===== config.mk =====
export PLATFORM = sky130hd
export DESIGN_NAME = serial_slave_port
export DESIGN_NICKNAME = d
export VERILOG_FILES = /design/src/rtl/serial_slave_port.sv
export SDC_FILE = /design/constraint.sdc
export NUM_CORES = 1
export LEC_CHECK = 0
export ABC_CLOCK_PERIOD_IN_PS = 3100
export BUFFER_PORTS_ARGS = -buffer_cell sky130_fd_sc_hd__buf_2
export CELL_PAD_IN_SITES_DETAIL_PLACEMENT = 2
export CELL_PAD_IN_SITES_GLOBAL_PLACEMENT = 2
export CORE_ASPECT_RATIO = 0.75
export CORE_UTILIZATION = 25
export CTS_CLUSTER_SIZE = 24
export DETAILED_ROUTE_END_ITERATION = 10
export PLACE_DENSITY = 0.49
export REMOVE_ABC_BUFFERS = 1
export SLEW_MARGIN = 20
export SYNTH_ARGS = -nofsm -noshare
export SYNTH_HDL_FRONTEND = slang
export SYNTH_SLANG_ARGS = --single-unit

===== constraint.sdc =====
create_clock -name clk -period 3.1 [get_ports clk]
set_input_delay 0 -clock clk [delete_from_list [all_inputs] [get_ports clk]]
set_output_delay 0 -clock clk [all_outputs]
set_load 0.05 [all_outputs]

===== src/rtl/serial_slave_port.sv =====
// Responder for one slave lane of the serial bus: deserialises request frames,
// commits writes to a local register file and serialises the acknowledge/read response.
module serial_slave_port #(
    parameter int ADDR_W = 4,
    parameter int DATA_W = 8
) (
    input  logic              clk,
    input  logic              rstn,
    input  logic              rx,
    output logic              tx,
    input  logic              busy,
    output logic [DATA_W-1:0] wdata,
    output logic              wvalid
);

    localparam int MAX_W = (ADDR_W > DATA_W) ? ADDR_W : DATA_W;
    localparam int CNT_W = (MAX_W > 1) ? $clog2(MAX_W) : 1;
    localparam int DEPTH = 1 << ADDR_W;

    typedef enum logic [2:0] {
        IDLE      = 3'd0,
        RW        = 3'd1,
        ADDR      = 3'd2,
        DATA      = 3'd3,
        RSP_START = 3'd4,
        RSP_ACK   = 3'd5,
        RSP_DATA  = 3'd6
    } state_t;

    state_t              state_r;
    logic                rw_r;
    logic                ack_r;
    logic [CNT_W-1:0]    cnt_r;
    logic [ADDR_W-1:0]   addr_r;
    logic [DATA_W-1:0]   data_r;
    logic [DATA_W-1:0]   txsh_r;
    logic [DATA_W-1:0]   mem_r [DEPTH];

    logic [ADDR_W-1:0]   addr_full_s;
    logic [DATA_W-1:0]   data_full_s;
    logic                addr_last_s;
    logic                data_last_s;

    // Field values including the bit on rx now, so the commit edge sees the complete field
    always_comb begin
        addr_full_s = (addr_r >> 1) | (ADDR_W'(rx) << (ADDR_W - 1));
        data_full_s = (data_r >> 1) | (DATA_W'(rx) << (DATA_W - 1));
        addr_last_s = (cnt_r == CNT_W'(ADDR_W - 1));
        data_last_s = (cnt_r == CNT_W'(DATA_W - 1));
    end

    // Frame FSM, register file and registered tx/wdata/wvalid
    always_ff @(posedge clk) begin
        if (!rstn) begin
            state_r <= IDLE;
            tx      <= 1'b1;
            wdata   <= '0;
            wvalid  <= 1'b0;
            rw_r    <= 1'b0;
            ack_r   <= 1'b0;
            cnt_r   <= '0;
            addr_r  <= '0;
            data_r  <= '0;
            txsh_r  <= '0;
            for (int i = 0; i < DEPTH; i++) begin
                mem_r[i] <= '0;
            end
        end else begin
            wvalid <= 1'b0;
            case (state_r)
                IDLE: begin
                    tx <= 1'b1;
                    if (!rx) begin
                        state_r <= RW;
                    end else begin
                        state_r <= IDLE;
                    end
                end
                RW: begin
                    rw_r    <= rx;
                    cnt_r   <= '0;
                    state_r <= ADDR;
                end
                ADDR: begin
                    addr_r <= addr_full_s;
                    if (addr_last_s) begin
                        cnt_r <= '0;
                        if (rw_r) begin
                            state_r <= DATA;
                        end else begin
                            // read commit: busy decides ACK and whether data is fetched
                            state_r <= RSP_START;
                            tx      <= 1'b0;
                            ack_r   <= ~busy;
                            if (!busy) begin
                                txsh_r <= mem_r[addr_full_s];
                            end else begin
                                txsh_r <= txsh_r;
                            end
                        end
                    end else begin
                        cnt_r <= cnt_r + CNT_W'(1);
                    end
                end
                DATA: begin
                    data_r <= data_full_s;
                    if (data_last_s) begin
                        cnt_r   <= '0;
                        state_r <= RSP_START;
                        tx      <= 1'b0;
                        ack_r   <= ~busy;
                        if (!busy) begin
                            mem_r[addr_r] <= data_full_s;
                            wdata         <= data_full_s;
                            wvalid        <= 1'b1;
                        end else begin
                            wvalid <= 1'b0;
                        end
                    end else begin
                        cnt_r <= cnt_r + CNT_W'(1);
                    end
                end
                RSP_START: begin
                    tx      <= ack_r;
                    state_r <= RSP_ACK;
                end
                RSP_ACK: begin
                    if (ack_r && !rw_r) begin
                        tx      <= txsh_r[0];
                        txsh_r  <= txsh_r >> 1;
                        cnt_r   <= '0;
                        state_r <= RSP_DATA;
                    end else begin
                        tx      <= 1'b1;
                        state_r <= IDLE;
                    end
                end
                RSP_DATA: begin
                    // bit 0 already left in RSP_ACK; the last count returns the line to idle
                    if (data_last_s) begin
                        tx      <= 1'b1;
                        cnt_r   <= '0;
                        state_r <= IDLE;
                    end else begin
                        tx     <= txsh_r[0];
                        txsh_r <= txsh_r >> 1;
                        cnt_r  <= cnt_r + CNT_W'(1);
                    end
                end
                default: begin
                    tx      <= 1'b1;
                    cnt_r   <= '0;
                    state_r <= IDLE;
                end
            endcase
        end
    end

endmodule


After elaboration in Yosys (flattened, before gate mapping)
Memory sizes are Yosys's and may differ from the RTL's. Index checks and enable logic that the tools add are counted.

Logic and storage cells: 82. Memories: 1. Bits in writable memories: 128. Output and inout bits: 10. Register bits: 38.

Memories: mem_r (depth 16, width 8, rd ports 1, clocked after memory_dff 0, wr ports 16, RTL line 37) `logic [DATA_W-1:0] mem_r [DEPTH];`.

Multiplexer cells: 36. Equality and inequality tests: 15. Add/sub/neg operators: 1. Bitwise logic cells: 5. Reductions and logical operators: 14.

Operator list (number): $mux 8 (6); $mux 3 (8); $pmux 8 s3 (1); $pmux 3 s7 (1); $mux 1 (16); $ne 2x2->1 const B (7); $eq 3x3->1 const B (4); $pmux 3 s4 (1); $eq 3x2->1 const B (3); $or 7x8->8 (1); $reduce_and 4->1 (2); $reduce_or 8->1 (1); $pmux 1 s6 (1); $reduce_and 3->1 (2); $reduce_and 6->1 (1); $mux 4 (1); $or 3x4->4 (1); $reduce_or 2->1 (2); $add 3x1->3 const B (1); $eq 3x1->1 const B (1); $logic_not 3->1 (1); $not 1->1 (3); $reduce_bool 3->1 (1); $pmux 1 s2 (1); 4 further kinds (4).

Longest topological paths before layout
Gate-level depths: netlist of the first run.

Depth in word-level cells: 7. Depth in mapped cells: 8. Gate-level depth less buffers: 7.

Least setup slack after synthesis of the first run
OpenSTA, ideal clock, no wires.

Path type: flip-flop to flip-flop. Start point: register cnt_r[0]. End point: memory mem_r[6][0] (enable). Data arrival time: 2.184 ns. Path slack: 0.532 ns. Setup time: 0.384 ns. Cell stages (with the launch flop): 7. Data required time: 2.716 ns. Cell sequence: dfxtp_1 > ha_1 > ha_1 > nand3b_1 > or4_4 > buf_6 > o21ai_0.

RTL lines: start: declaration (RTL line 33) `logic [CNT_W-1:0] cnt_r;`; start signal: assignment (RTL line 102) `cnt_r <= cnt_r + CNT_W'(1);`; start signal: assignment (RTL line 120) `cnt_r <= cnt_r + CNT_W'(1);`; start signal: assignment (RTL line 147) `cnt_r <= cnt_r + CNT_W'(1);`; end: declaration (RTL line 37).

==> impl_metrics.py, run 1 <==
metrics = {
    "timing": {
        "fmax_ghz": 0.352,
        "max_slew_margin_pct": 35.2,
        "finalSetupViolations": 0,
        "rsz0062_at_grt": "no",
        "final.period_utilization_pct": 91.6,
        "finalHoldViolCount": 0,
        "worst_pin_slew_ns": 0.971,
        "fin_crit_ns": 2.84,
        "drv_slew": 0,
        "finalHoldWorstSlack_ns": 0.138,
        "skew_ns": 0.00796,
    },
    "min_path": {
        "hold_end": "wdata[7]$_SDFFE_PN0P_",
        "hp-start": "rx",
        "holdPathStages": 4,
        "hold_class": "in -> reg",
    },
    "synthesis": {
        "seq_area_frac_synth_pct": 56.9,
        "synthCells": 628,
        "netlist.area_leader.share_pct": 47.7,
        "synth-seq-cells": 165,
        "synth.area.top_cells": "edfxtp_1, dfxtp_1, and2_1",
        "yosysTopAreaCell": "edfxtp_1",
        "yosysWarnings": 0,
        "synth_area_um2": 8060,
        "synth_edf_count": 128,
        "synth_ff_type": "edfxtp_1",
        "synthArstFlopShare_pct": 0,
        "ys_types": 62,
        "syn_avg_cell_area_um2": 12.8,
    },
    "drt": {
        "via_per_inst": 4.75,
        "drtIter0Drc": 254,
        "drtAntennaViolNets": 0,
        "drcViolationCount": 0,
        "via_count": 5054,
        "wl_per_cell_um": 22.5,
        "wirelength_mm": 23.9,
        "dr.pass1.iters": 4,
    },
    "clocking": {
        "clk_latency_ns": 0.44,
        "cts_made_buffers": 17,
        "cts_root_buf": "clkbuf_16",
        "htree_levels": 4,
        "clk_pin_slew_ns": 0.06,
        "cts.sinks": 165,
        "clock_path_buffers": 2,
        "cts_tree": "yes",
    },
    "critical_path": {
        "r2r-end": "mem_r[2][5]$_SDFFCE_PN0P_",
        "critPathKind": "reg -> reg",
        "startpoint_type": "flop",
        "reg2reg_from": "cnt_r[0]$_SDFFE_PN0P_",
        "cp_max_fo": 11,
        "worst_setup_path_end_kind": "flop",
        "reg2reg_slack_ns": 0.26,
        "required_ns": 3.19,
        "arrival_ns": 2.94,
        "ff2ff_path_depth": 6,
        "setup.worst_path.start": "cnt_r[0]$_SDFFE_PN0P_",
    },
    "placement": {
        "dp_hpwl_mm": 16.8,
        "gp_congestion": 0.755,
        "dpl.cell_count": 1029,
        "io_buffer_count": 13,
        "place_area_um2": 8560,
    },
    "die": {
        "die_y_um": 158,
        "rows": 56,
        "start_util_pct": 25.6,
        "fp.dieW_um": 209,
        "ios": 14,
        "coreArea_um2": 31500,
        "die-area_um2": 33000,
    },
    "final_layout": {
        "layout_commonest_cell": "edfxtp_1",
        "nNetsFinal": 652,
        "areaGrowthSynthToFinish_pct": 13.4,
        "drive_above_1_share_pct": 17.5,
        "design_area_um2": 9150,
        "stdcell_count": 1063,
        "final_cell_mix": "edfxtp_1, and2_1, mux2i_1, buf_4, dfxtp_1",
    },
    "global_route": {
        "grt_antenna_before_repair": 1,
        "grt_first_pass_wirelength_mm": 36.1,
        "gr-total-overflow": 0,
        "grt_use_total_pct": 15.3,
        "first_global_vias": 5397,
        "grt_max_degree": 53,
    },
    "run_status": {
        "status": "finished, final reports clean",
    },
    "flow_run": {
        "cap_violations": 0,
    },
    "pwr": {
        "p_leak_nw": 3.29,
        "powerDensity_nw_per_um2": 533,
        "vdd_drop_max_uv": 326,
    },
}
[logic make-up after synthesis]
kind of cell | count (synthesis) | synth area share (%)
AOI/OAI and AO/OA | 104 | 9.17
adders and majority gates | 5 | 0.776
buffers and inverters | 62 | 4.98
DFF | 165 | 56.9
muxes | 57 | 10.1
and+or+nand+nor | 235 | 18.1
[where the power goes]
group	switching [mW]	leakage (nW)	internal (mW)
Combinational	0.178	1.39	0.100
Sequential	0.0394	1.62	2.45
Clock	0.912	0.279	1.19
Total	1.13	3.29	3.74
[how the worst max path moves through the flow]
stage / slack, ns / to
3_5_place_dp: 0.29 / mem_r[2][2]$_SDFFCE_PN0P_
6_report: 0.26 / mem_r[2][5]$_SDFFCE_PN0P_
5_1_grt: 0.08 / mem_r[2][1]$_SDFFCE_PN0P_
4_1_cts: 0.24 / mem_r[2][5]$_SDFFCE_PN0P_
3_3_place_gp: 0.48 / mem_r[2][0]$_SDFFCE_PN0P_
2_1_floorplan: -0.28 / mem_r[7][0]$_SDFFCE_PN0P_
[per-stage QoR]
step / utilization [%] / power (mW) / TNS [ns] / setup slack (ns)
after floorplan: - / 2.68 / -10.73 / -0.285
after global placement: 27.2 / 2.80 / 0 / 0.476
after detailed placement: 27.2 / 2.82 / 0 / 0.289
after CTS: 29.1 / 4.94 / 0 / 0.242
after global routing: 29.1 / 5.05 / 0 / 0.0825
final: 29.1 / 4.87 / 0 / 0.259
[timing repair]
action,CTS,global route
hold buffers,1,0
hold endpoints to repair,1,0
buffers inserted,0,0
gates resized for setup,0,0
[routing by layer]
layer / wire length (µm) / GRT usage [%] / up-vias
met1: 12200 / 21.9 / 2655
met4: 278 / 4.34 / 0
li1: - / - / 2324
met2: 10700 / 23.5 / 60
met3: 795 / 2.93 / 15
met5: 0 / 0 / -
[critical path, stage by stage, from the launching register on]
cell,delay (ns)
dfxtp_1,0.35
ha_1,0.25
ha_1,0.35
nand3b_1,0.25
or4_4,0.63
nor3_4,0.28
nand2b_1,0.39
[final cells by class]
class                           instances  area (µm²)
Tap cell                              406         508
Inverter                                6        25.0
Fill cell                            3302       22300
Clock buffer                           24         493
Clock inverter                          8        75.1
Multi-Input combinational cell        401        3080
Antenna cell                            1        2.50
Sequential cell                       165        4590
Timing Repair Buffer                   52         373
[sequential cells by signal (all words and copies together), names as in the netlist]
signal   flops
tx           1
cnt_r        3
rw_r         1
wvalid       1
data_r       7
mem_r      128
wdata        8
ack_r        1
addr_r       4
state_r      3
txsh_r       8
[synthesized netlist by cell type (4+ instances only)]
cell	n
dfxtp_1	37
clkbuf_8	5
and2_1	113
o31a_1	4
buf_4	8
mux4_2	5
nor3_1	14
nand2_1	23
nand2b_1	10
a221o_1	10
ha_1	5
mux4_1	11
nor2_1	17
a221o_2	4
nor2_2	4
o221ai_1	8
a21oi_1	20
edfxtp_1	128
buf_2	11
clkbuf_1	22
mux2i_1	40
inv_1	5
o21ai_0	24
nor2b_1	31
Note: power is estimated with default switching activity, not from simulation.
==> inputs of run 2 (changes only) <==
Settings changed: CELL_PAD_IN_SITES_DETAIL_PLACEMENT 2 to 1, CELL_PAD_IN_SITES_GLOBAL_PLACEMENT 2 to 1, GPL_ROUTABILITY_DRIVEN set to 0, PLACE_DENSITY 0.49 to 0.44.
==> impl_metrics.py, run 2 (synthesis results as in run 1) <==
metrics = {
    "run_status": {
        "status": "finished, final reports clean",
    },
    "final_layout": {
        "layout_commonest_cell": "edfxtp_1",
        "largest_reg_flops": 128,
        "seqCellArea_um2": 4590,
        "drive_above_1_share_pct": 16.9,
        "fill_cells": 3379,
        "multi_input_area_um2": 3080,
        "nNetsFinal": 648,
        "reg.largest.list": "mem_r (128), txsh_r (8), wdata (8)",
        "diodes": 0,
        "stdcell_count": 1058,
        "final_cell_mix": "edfxtp_1, and2_1, mux2i_1, dfxtp_1, buf_4",
        "post-route-util_pct": 28.8,
        "top_register": "mem_r",
        "areaGrowthSynthToFinish_pct": 12.5,
    },
    "global_route": {
        "gr-total-overflow": 0,
        "grt_use_total_pct": 14.7,
        "first_global_vias": 5289,
        "grt_antenna_before_repair": 0,
        "grt_first_pass_wirelength_mm": 34.8,
        "grt_max_degree": 53,
    },
    "drt": {
        "dr.pass1.iters": 4,
        "wl_per_cell_um": 21.4,
        "via_per_inst": 4.70,
        "drtIter0Drc": 306,
        "drcViolationCount": 0,
        "wirelength_mm": 22.6,
        "drtAntennaViolNets": 0,
        "via_count": 4970,
    },
    "clocking": {
        "htree_levels": 4,
        "cts_root_buf": "clkbuf_16",
        "cts_made_buffers": 17,
        "cts_tree": "yes",
        "post_cts_resized": 0,
        "clk_latency_ns": 0.44,
        "clock_path_buffers": 2,
        "clk_pin_slew_ns": 0.07,
        "cts.sinks": 165,
    },
    "critical_path": {
        "worst_setup_path_end_kind": "flop",
        "critPathKind": "reg -> reg",
        "startpoint_type": "flop",
        "required_ns": 3.19,
        "cp_max_fo": 11,
        "arrival_ns": 2.86,
    },
    "pwr": {
        "vdd_drop_max_uv": 327,
        "finalPower_mw": 4.74,
        "powerDensity_nw_per_um2": 523,
        "p_leak_nw": 3.25,
    },
    "placement": {
        "dp_hpwl_mm": 15.8,
        "placement.setup.worst_slack_ns": 0.351,
        "dpl.cell_count": 1025,
        "io_buffer_count": 13,
    },
    "timing": {
        "fin_crit_ns": 2.77,
        "drv_slew": 0,
        "rsz0062_at_grt": "no",
        "skew_ns": 0.0132,
        "setup_ws_ns": 0.330,
        "final.period_utilization_pct": 89.4,
        "finalSetupViolations": 0,
        "worst_pin_slew_ns": 0.968,
        "finalHoldViolCount": 0,
        "max_slew_margin_pct": 35.4,
        "fmax_ghz": 0.361,
    },
    "min_path": {
        "hold_class": "in -> reg",
    },
    "flow_run": {
        "cap_violations": 0,
    },
    "die": {
        "rows": 56,
        "die_y_um": 158,
        "ios": 14,
        "fp.dieW_um": 209,
        "die-area_um2": 33000,
        "coreArea_um2": 31500,
        "start_util_pct": 25.6,
    },
}
==> run 2: changes by cell type in the layout (fill, tap and decap cells not counted), moves of 2 or more <==
cell,before,now
buf_4,37,33
inv_8,0,2
clkbuf_8,2,0
inv_6,0,4
clkinv_1,0,4
clkbuf_1,4,0
==> run 2: repair_timing <==
action / 4_1_cts / 5_1_grt
hold buffers: 1 / 0
buffers inserted: 0 / 0
endpoints found under the hold margin: 1 / 0
==> run 2: metrics by stage <==
stage               area (µm²)  hold slack [ns]  TNS (ns)
finish                    9070           0.0719         0
global route              9070           0.0947         0
CTS                       9070           0.0641         0
detailed placement        8530            0.394         0
global placement          8530            0.380         0
floorplan                 7690           0.0762    -10.73
==> run 2: layer usage <==
layer | vias to the layer above | global-route usage, % | wire (µm)
li1 | 2316 | - | -
met2 | 56 | 22.0 | 9830
met5 | - | 0 | 0
met3 | 12 | 2.45 | 587
met4 | 0 | 3.99 | 198
met1 | 2586 | 21.6 | 12000
==> run 2: cell type report <==
cell class	count	share of cell area, %
inverters	6	0.276
repair buffers	48	3.78
flip-flops and latches	165	50.5
well taps	406	5.60
clock buffers	17	4.69
multi-input cells	401	34.0
clock inverters	15	1.14
==> run 2: critical path, stage by stage, from the launching register on <==
cell	delay, ns
dfxtp_1	0.35
ha_1	0.24
ha_1	0.36
nand3b_1	0.22
or4_4	0.62
nor3_4	0.26
nand2b_1	0.39
==> run 2: worst paths after layout <==
kind                                              from                         to  slack (ns)  cells past startpoint
worst max-delay path             cnt_r[0]$_SDFFE_PN0P_  mem_r[2][3]$_SDFFCE_PN0P_        0.33                      6
worst min-delay path                              rstn             wvalid$_DFF_P_        0.07                      3
worst max register to register   cnt_r[0]$_SDFFE_PN0P_  mem_r[2][3]$_SDFFCE_PN0P_        0.33                      6
worst min register to register  txsh_r[7]$_SDFFE_PN0P_     txsh_r[7]$_SDFFE_PN0P_        0.46                      2
==> run 2: where the power goes <==
part           leakage [nW]  total [mW]  switching (mW)  internal, mW
clock                 0.262        1.99           0.956          1.03
sequential             1.62        2.49          0.0394          2.45
combinational          1.37       0.269           0.172        0.0972
total                  3.25        4.74            1.17          3.57
==> inputs of run 3 (changes only) <==
Settings changed: CORE_ASPECT_RATIO 0.75 to 1.2.
==> impl_metrics.py, run 3 (synthesis results as in run 1) <==
metrics = {
    "run_status": {
        "status": "finished with violations",
        "violations": "DRC",
    },
    "final_layout": {
        "final_cell_mix": "edfxtp_1, and2_1, mux2i_1, dfxtp_1, buf_4",
        "reg.largest.list": "mem_r (128), txsh_r (8), wdata (8)",
        "nNetsFinal": 648,
        "stdcell_count": 1054,
        "top_register": "mem_r",
        "layout_commonest_cell": "edfxtp_1",
        "largest_reg_flops": 128,
        "areaGrowthSynthToFinish_pct": 12.9,
        "drive_above_1_share_pct": 17.5,
        "design_area_um2": 9100,
    },
    "placement": {
        "placement.setup.worst_slack_ns": 0.562,
        "dp_hpwl_mm": 15.2,
        "io_buffer_count": 13,
        "place_area_um2": 8520,
        "dpl.cell_count": 1019,
    },
    "die": {
        "die-area_um2": 33000,
        "die_y_um": 199,
        "rows": 71,
        "coreArea_um2": 31500,
        "fp.dieW_um": 166,
        "start_util_pct": 25.6,
        "ios": 14,
    },
    "global_route": {
        "grt_first_pass_wirelength_mm": 33.5,
        "gr-total-overflow": 0,
        "grt_max_degree": 53,
        "grt_antenna_before_repair": 0,
        "first_global_vias": 5240,
        "grt_use_total_pct": 14.1,
    },
    "min_path": {
        "hold_class": "in -> reg",
    },
    "timing": {
        "fmax_ghz": 0.394,
        "rsz0062_at_grt": "no",
        "skew_ns": 0.0134,
        "finalHoldViolCount": 0,
        "fin_crit_ns": 2.54,
        "final.period_utilization_pct": 81.9,
        "finalSetupViolations": 0,
        "max_slew_margin_pct": 33.0,
        "worst_pin_slew_ns": 1.00,
        "drv_slew": 0,
        "finalHoldWorstSlack_ns": 0.133,
        "setup_ws_ns": 0.560,
    },
    "clocking": {
        "htree_levels": 4,
        "clk_latency_ns": 0.44,
        "cts.sinks": 165,
        "clock_path_buffers": 2,
        "clk_pin_slew_ns": 0.07,
        "post_cts_resized": 0,
        "cts_root_buf": "clkbuf_16",
        "cts_tree": "yes",
        "cts_made_buffers": 17,
    },
    "drt": {
        "via_count": 4914,
        "dr.pass1.iters": 7,
        "drtIter0Drc": 295,
        "drtAntennaViolNets": 0,
        "drcViolationCount": 8,
        "wl_per_cell_um": 20.9,
        "via_per_inst": 4.66,
        "wirelength_mm": 22.0,
    },
    "critical_path": {
        "arrival_ns": 2.64,
        "cp_max_fo": 11,
        "required_ns": 3.20,
        "startpoint_type": "flop",
        "critPathKind": "reg -> reg",
        "max_stage_delay_ns": 0.61,
        "crit_path_cell_trace": "ha_1, ha_1, nand3b_1, or4_4, nor3_4, nand2b_1",
        "worst_setup_path_end_kind": "flop",
        "crit_top_cell": "ha_1",
        "cpMaxStageDelayCell": "or4_4",
    },
    "pwr": {
        "finalPower_mw": 4.81,
        "vdd_drop_max_uv": 303,
        "p_leak_nw": 3.27,
        "powerDensity_nw_per_um2": 528,
    },
    "flow_run": {
        "cap_violations": 0,
    },
}
[run 3: cell count changes in the layout (fill, tap and decap cells not counted)]
cell and delta:
buf_4 -1, clkinv_1 -4, clkinv_2 -2, clkinv_4 +2, clkinvlp_4 -1, diode_2 +1, dlygate4sd3_1 +1, inv_6 +5
nor2b_1 -1, nor2b_2 +1
[run 3: layer usage]
| layer | track usage, % | vias up | part of all wire [%] |
|---|---|---|---|
| met5 | 0 | - | 0 |
| met4 | 4.78 | 0 | 1.6 |
| met3 | 2.39 | 20 | 2.4 |
| met2 | 24.8 | 67 | 50 |
| met1 | 17.3 | 2499 | 46 |
| li1 | - | 2328 | - |
[run 3: stage by stage]
stage	util, %	setup TNS, ns
global route	28.9	0
detailed placement	27.0	0
finish	28.9	0
floorplan	-	-10.73
global placement	27.0	0
CTS	28.8	0
[run 3: worst paths after layout]
kind	from	to	slack, ns	depth (start not counted)
max	cnt_r[0]$_SDFFE_PN0P_	mem_r[2][6]$_SDFFCE_PN0P_	0.56	6
min	rx	wdata[7]$_SDFFE_PN0P_	0.13	4
max reg2reg	cnt_r[0]$_SDFFE_PN0P_	mem_r[2][6]$_SDFFCE_PN0P_	0.56	6
min reg2reg	txsh_r[7]$_SDFFE_PN0P_	txsh_r[7]$_SDFFE_PN0P_	0.47	2
[run 3: critical path, delay by kind of cell (launching register included)]
family,cells,cell delay (ns)
and+or+nand+nor,4,1.42
adders and majority gates,2,0.42
DFF,1,0.35
[run 3: what timing repair did]
item | CTS | global route
buffers inserted | 0 | 0
hold endpoints to repair | 3 | 0
hold buffers | 2 | 0
[run 3: report_power, final]
part	total (mW)	switching (mW)	internal, mW
Sequential	2.48	0.0378	2.45
Clock	2.06	0.995	1.06
Combinational	0.266	0.166	0.100
Total	4.81	1.20	3.61
[run 3: area by class of cell]
class | count | area [µm²]
Inverter | 6 | 25.0
Sequential cell | 165 | 4590
Tap cell | 401 | 502
Antenna cell | 1 | 2.50
Timing Repair Buffer | 48 | 345
Clock buffer | 17 | 425
Multi-Input combinational cell | 401 | 3080
Fill cell | 3355 | 22400
Clock inverter | 15 | 133
